`src/rtl/comp_8_casc.sv`:
```
// comp_8_casc: 8-bit unsigned magnitude comparator slice, cascadable MSB-first.
// Registered cascade outputs, one clock of latency, async active-low reset.
//
// Ports:
//   clk    system clock, outputs update on rising edge
//   rst_n  asynchronous active-low reset, clears EQ0/GT0
//   A, B   8-bit unsigned operands for this slice
//   EQ1    cascade in: more-significant bits equal so far
//   GT1    cascade in: A > B already decided upstream
//   EQ0    cascade out: equal through this slice
//   GT0    cascade out: A > B through this slice
module comp_8_casc (
  input  logic       clk,
  input  logic       rst_n,
  input  logic [7:0] A,
  input  logic [7:0] B,
  input  logic       EQ1,
  input  logic       GT1,
  output logic       EQ0,
  output logic       GT0
);

  logic eq0_d;
  logic gt0_d;
  logic eq0_q;
  logic gt0_q;

  // Four 2-bit cells, pair [7:6] first. Each cell sees the
  // running verdict from the pair above it. The GT term must
  // use the incoming EQ, so it is updated before EQ.
  always_comb begin
    eq0_d = EQ1;
    gt0_d = GT1;
    for (int i = 3; i >= 0; i--) begin
      gt0_d = gt0_d
            | (eq0_d & (A[2*i +: 2] > B[2*i +: 2]));
      eq0_d = eq0_d
            & (A[2*i +: 2] == B[2*i +: 2]);
    end
  end

  always_ff @(posedge clk or negedge rst_n) begin
    if (!rst_n) begin
      eq0_q <= 1'b0;
      gt0_q <= 1'b0;
    end else begin
      eq0_q <= eq0_d;
      gt0_q <= gt0_d;
    end
  end

  assign EQ0 = eq0_q;
  assign GT0 = gt0_q;

endmodule

```
`config.mk`:
```
export PLATFORM = sky130hd
export DESIGN_NAME = comp_8_casc
export DESIGN_NICKNAME = d
export VERILOG_FILES = /design/src/rtl/comp_8_casc.sv
export SDC_FILE = /design/constraint.sdc
export NUM_CORES = 1
export LEC_CHECK = 0
export ABC_AREA = 0
export CORE_AREA = 2 2 39 41
export CTS_BUF_LIST = sky130_fd_sc_hd__clkbuf_2 sky130_fd_sc_hd__clkbuf_4 sky130_fd_sc_hd__clkbuf_8
export DETAILED_ROUTE_END_ITERATION = 10
export DIE_AREA = 0 0 41 43
export PLACE_DENSITY_LB_ADDON = 0.08
export SLEW_MARGIN = 20
export SYNTH_ARGS = -nofsm -noshare
export SYNTH_HDL_FRONTEND = slang
export SYNTH_SLANG_ARGS = --single-unit
export TNS_END_PERCENT = 50
```
`constraint.sdc`:
```
create_clock -name clk -period 0.8 [get_ports clk]
set_input_delay 0.24 -clock clk [delete_from_list [all_inputs] [get_ports clk]]
set_output_delay 0.24 -clock clk [all_outputs]
set_load 0.1 [all_outputs]
```
### After elaboration in Yosys (flattened, before gate mapping)

Index checks and enable logic that the tools add are counted.

* register bits: 2
* input bits: 20
* output and inout bits: 2
* logic and storage cells: 22

* magnitude comparators: 4
* equality and inequality tests: 4
* bitwise operators: 12

Operators by type and width (number)
* AND 1 bit: 8
* equality test 2 bit: 4
* > comparator 2 bit: 4
* OR 1 bit: 4

### Depth between registers and ports, before layout

* depth after elaboration: 6
* gate-level depth with buffers: 6
* mapped depth without buffers: 6

### Least setup slack after synthesis

Ideal clock, no wire load.

* path type: input -> register
* start point: input B[3]
* end point: register gt0_q, in the netlist GT0
* setup time: 0.125 ns
* arrival: 1.034 ns
* data required time: 0.675 ns
* slack: -0.359 ns
* stages: 6
* buffers on the path: 0
* path through: inv_1 ha_1 nor2b_1 o2111ai_1 o211a_1 o21ai_1

* longest elaborated chain between the ends: 4
* elaborated cells on any way between the ends: 7
* those cells by class: order compare: 1; eq/ne: 1; bitwise: 5

Ends and longest elaborated chain
* start, declared: RTL line 16 `input logic [7:0] B,`
* > comparator 2 bit or equality test 2 bit (tied branches): RTL line 36, 38
* AND 1 bit (on tied branches): RTL line 36, 38
* OR 1 bit or AND 1 bit (tied branches): RTL line 36 `| (eq0_d & (A[2*i +: 2] > B[2*i +: 2]));`
* OR 1 bit (*): RTL line 36
* via gt0_d: RTL line 24 `logic gt0_d;`
* end signal, assigned: RTL line 48 `gt0_q <= gt0_d;`
* end, declared: RTL line 26 `logic gt0_q;`

The timed path passes the listed nets; every way through them passes the cells marked *.

### Final worst setup path

* start point: register eq0_q, in the netlist EQ0
* end point: output EQ0

RTL lines
* start, declared: RTL line 25 `logic eq0_q;`
* start signal, assigned: RTL line 47 `eq0_q <= eq0_d;`
* end, declared: RTL line 19 `output logic EQ0,`

No word-level cell between the ends.

==> out/qor.yml <==
placed_design:
  gp_congestion: 0.704
  port_buffers: 21
logic_synthesis:
  synth.largest_area_cell: "ha_1"
  synth_most_common_cell: "inv_1"
  muxShareOfSynthArea_pct: 0
  synth-compound-area-share_pct: 16.9
  synth_fa_ha_area_share_pct: 35.6
  synth-simple-area-share_pct: 17.8
  ys_types: 14
  ys_seq_elements: 2
  synth-xor-area-share_pct: 0
  yosysWarnings: 0
  synthTopCellsByCount: "inv_1 (9), ha_1 (8), nand2_1 (4), nor2b_1 (3)"
  ys.flop_type: "dfrtp_1"
  postSynthCellCount: 36
  synth-edff-count: 0
  postSynthNetCount: 64
  synth_top_area_share_pct: 35.6
  synth_area_leaders: "ha_1 (36%), dfrtp_1 (18%), inv_1 (12%), nor2b_1 (6.7%), nand2_1 (5.3%)"
  synth_top_family_by_area: "adder cells"
  ys_seq_area_share_pct: 17.8
  syn-cell-area_um2: 282
  avgSynthCellArea_um2: 7.82
  async_reset_ff_share_pct: 100
global_routing:
  grt_pass1_wl_mm: 1.20
  track_usage_pct: 10.7
  gr-usage-met3_pct: 1.57
  grt_max_degree: 5
  busiest_layer: "met2"
  grt_pass1_vias: 314
  antenna_found_initial: 0
  met2_usage_pct: 14.7
  grt.overflow.total: 0
  grt_util_met1_pct: 12.4
routing:
  wl_per_cell_um: 10.3
  drtIter0Drc: 6
  wl_um: 810
  final_antenna_net_count: 0
  route.detailed.drc: 0
  drtPass1Iterations: 3
  vias: 355
  via_per_inst: 4.49
setup_path:
  worst-path-buf-inv: 1
  crit_path_max_fanout: 1
  cp-end-kind: "primary output"
  critical_path.max_stage_delay_ns: 0.47
  cp_data_required_time_ns: 0.56
  critical_path_class: "reg2out"
  cp_data_arrival_time_ns: 0.86
  critPathTopFamily: "flip-flops"
  worstPathCellList: "buf_12"
  cp-start-kind: "register"
  slowest_stage: "dfrtp_4"
timing:
  drv_slew: 0
  fmax_ghz: 0.908
  holdWs_ns: 0.182
  setup_violations: 4
  rsz0062_at_grt: "yes"
  period_needed_ns: 1.10
  worstMarginPinSlew_ns: 0.150
  max-slew-margin-rel_pct: 90.0
  layout_setup_ws_ns: -0.301
  timing.final.crit_share_pct: 138
  hold_viol: 0
power_and_ir_drop:
  power.switching_mw: 0.235
  p_per_area_nw_per_um2: 1060
  switching_share_pct: 32.4
  ir_drop_uv: 405
  p_leak_nw: 0.318
  pwr-share-seq_pct: 15.5
  pwr-share-clk_pct: 31.2
  p_int_mw: 0.490
  comb_power_share_pct: 53.3
outcome:
  outcome: "complete, but fails checks"
  violations: "setup timing"
clock_tree:
  clock_sinks: 2
  clk_path_buf_depth: 2
  numCtsBuffers: 3
  cts_tree: "built"
  path_clk_slew_ns: 0.03
  htree_num_levels: 1
  cts_root_buf: "clkbuf_4"
floorplanning:
  core_area_um2: 1380
  die_h_um: 43
  pin_count: 22
  die_w_um: 41
  dieArea_um2: 1760
  initial_core_util_pct: 20.3
  rows: 14
flow_run:
  maxCapViolations: 0
finish:
  final_core_util_pct: 49.5
  diodes: 0
  num-nets-final: 93
  syn_to_final_growth_pct: 144
  drive_gt1_share_pct: 74.6
worst_hold_path:
  hp-class: "in2async"
==> what timing repair did <==
| action | in CTS | in global routing |
|---|---|---|
| setup buffers | 1 | 0 |
| pin swaps | 17 | 13 |
| hold buffers | 0 | 0 |
| gates resized for setup | 56 | 23 |
| endpoints found under the hold margin | 0 | 0 |
| cloned | 0 | 0 |
| endpoints found under the setup margin | 4 | 4 |
==> layout by cell type, fill, tap and decap left out, drive strengths merged <==
cell	count
buf	15
inv	9
ha	8
clkbuf	7
nand2	4
nor2b	3
clkdlybuf4s50	3
o21ai	3
clkdlybuf4s15	2
dfrtp	2
nand3	1
nand4	1
o2111ai	1
o211a	1
a21o	1
a31oi	1
nor3	1
==> flip-flops by register name, indices dropped and copies added (netlist names) <==
register	cells
EQ0	1
GT0	1
==> cell type report <==
cell class	count	area [um2]
fill	138	698
clock buffer	3	22.5
timing repair buffer	24	208
multi-input combinational	25	344
tap	16	20.0
inverter	9	36.3
sequential	2	55.1
==> kinds of logic after synthesis <==
| family | count (synthesis) |
|---|---|
| buffers and inverters | 9 |
| DFF | 2 |
| AOI/OAI and AO/OA | 7 |
| and+or+nand+nor | 10 |
| adders and majority gates | 8 |
==> metrics by stage <==
stage	TNS [ns]	setup WS, ns	instance area [um2]	cells	total power, mW
finish	-0.856	-0.301	686	79	0.724
global route	-0.967	-0.330	686	79	0.790
CTS	-0.931	-0.314	631	79	0.676
detailed placement	-1.68	-0.814	577	75	0.416
global placement	-1.69	-0.826	577	75	0.414
floorplan	-0.495	-0.272	312	36	0.260
==> per-layer routing <==
metal / vias to the layer above / part of all wire (%) / wire [um]
met5: - / 0 / 0
met3: 0 / 5.3 / 43
li1: 178 / - / -
met4: 0 / 0 / 0
met1: 167 / 39 / 317
met2: 10 / 55 / 449
==> power by group through the flow <==
stage / registers, mW / clock network [mW] / logic [mW]
CTS: 0.112 / 0.237 / 0.326
finish: 0.112 / 0.226 / 0.386
global placement: 0.114 / 0 / 0.301
floorplan: 0.150 / 0 / 0.110
global route: 0.113 / 0.257 / 0.421
detailed placement: 0.114 / 0 / 0.303
==> path summary, 6_finish.rpt <==
kind | startpoint | to | slack, ns | depth (start not counted)
min in group clk | A[7] | GT0$_DFF_PN0_ | 0.51 | 5
worst min-delay path | rst_n | GT0$_DFF_PN0_ | 0.18 | 1
worst max-delay path | EQ0$_DFF_PN0_ | EQ0 | -0.30 | 1
max in group asynchronous | rst_n | EQ0$_DFF_PN0_ | 0.47 | 1
Note: power is estimated with default switching activity, not from simulation.
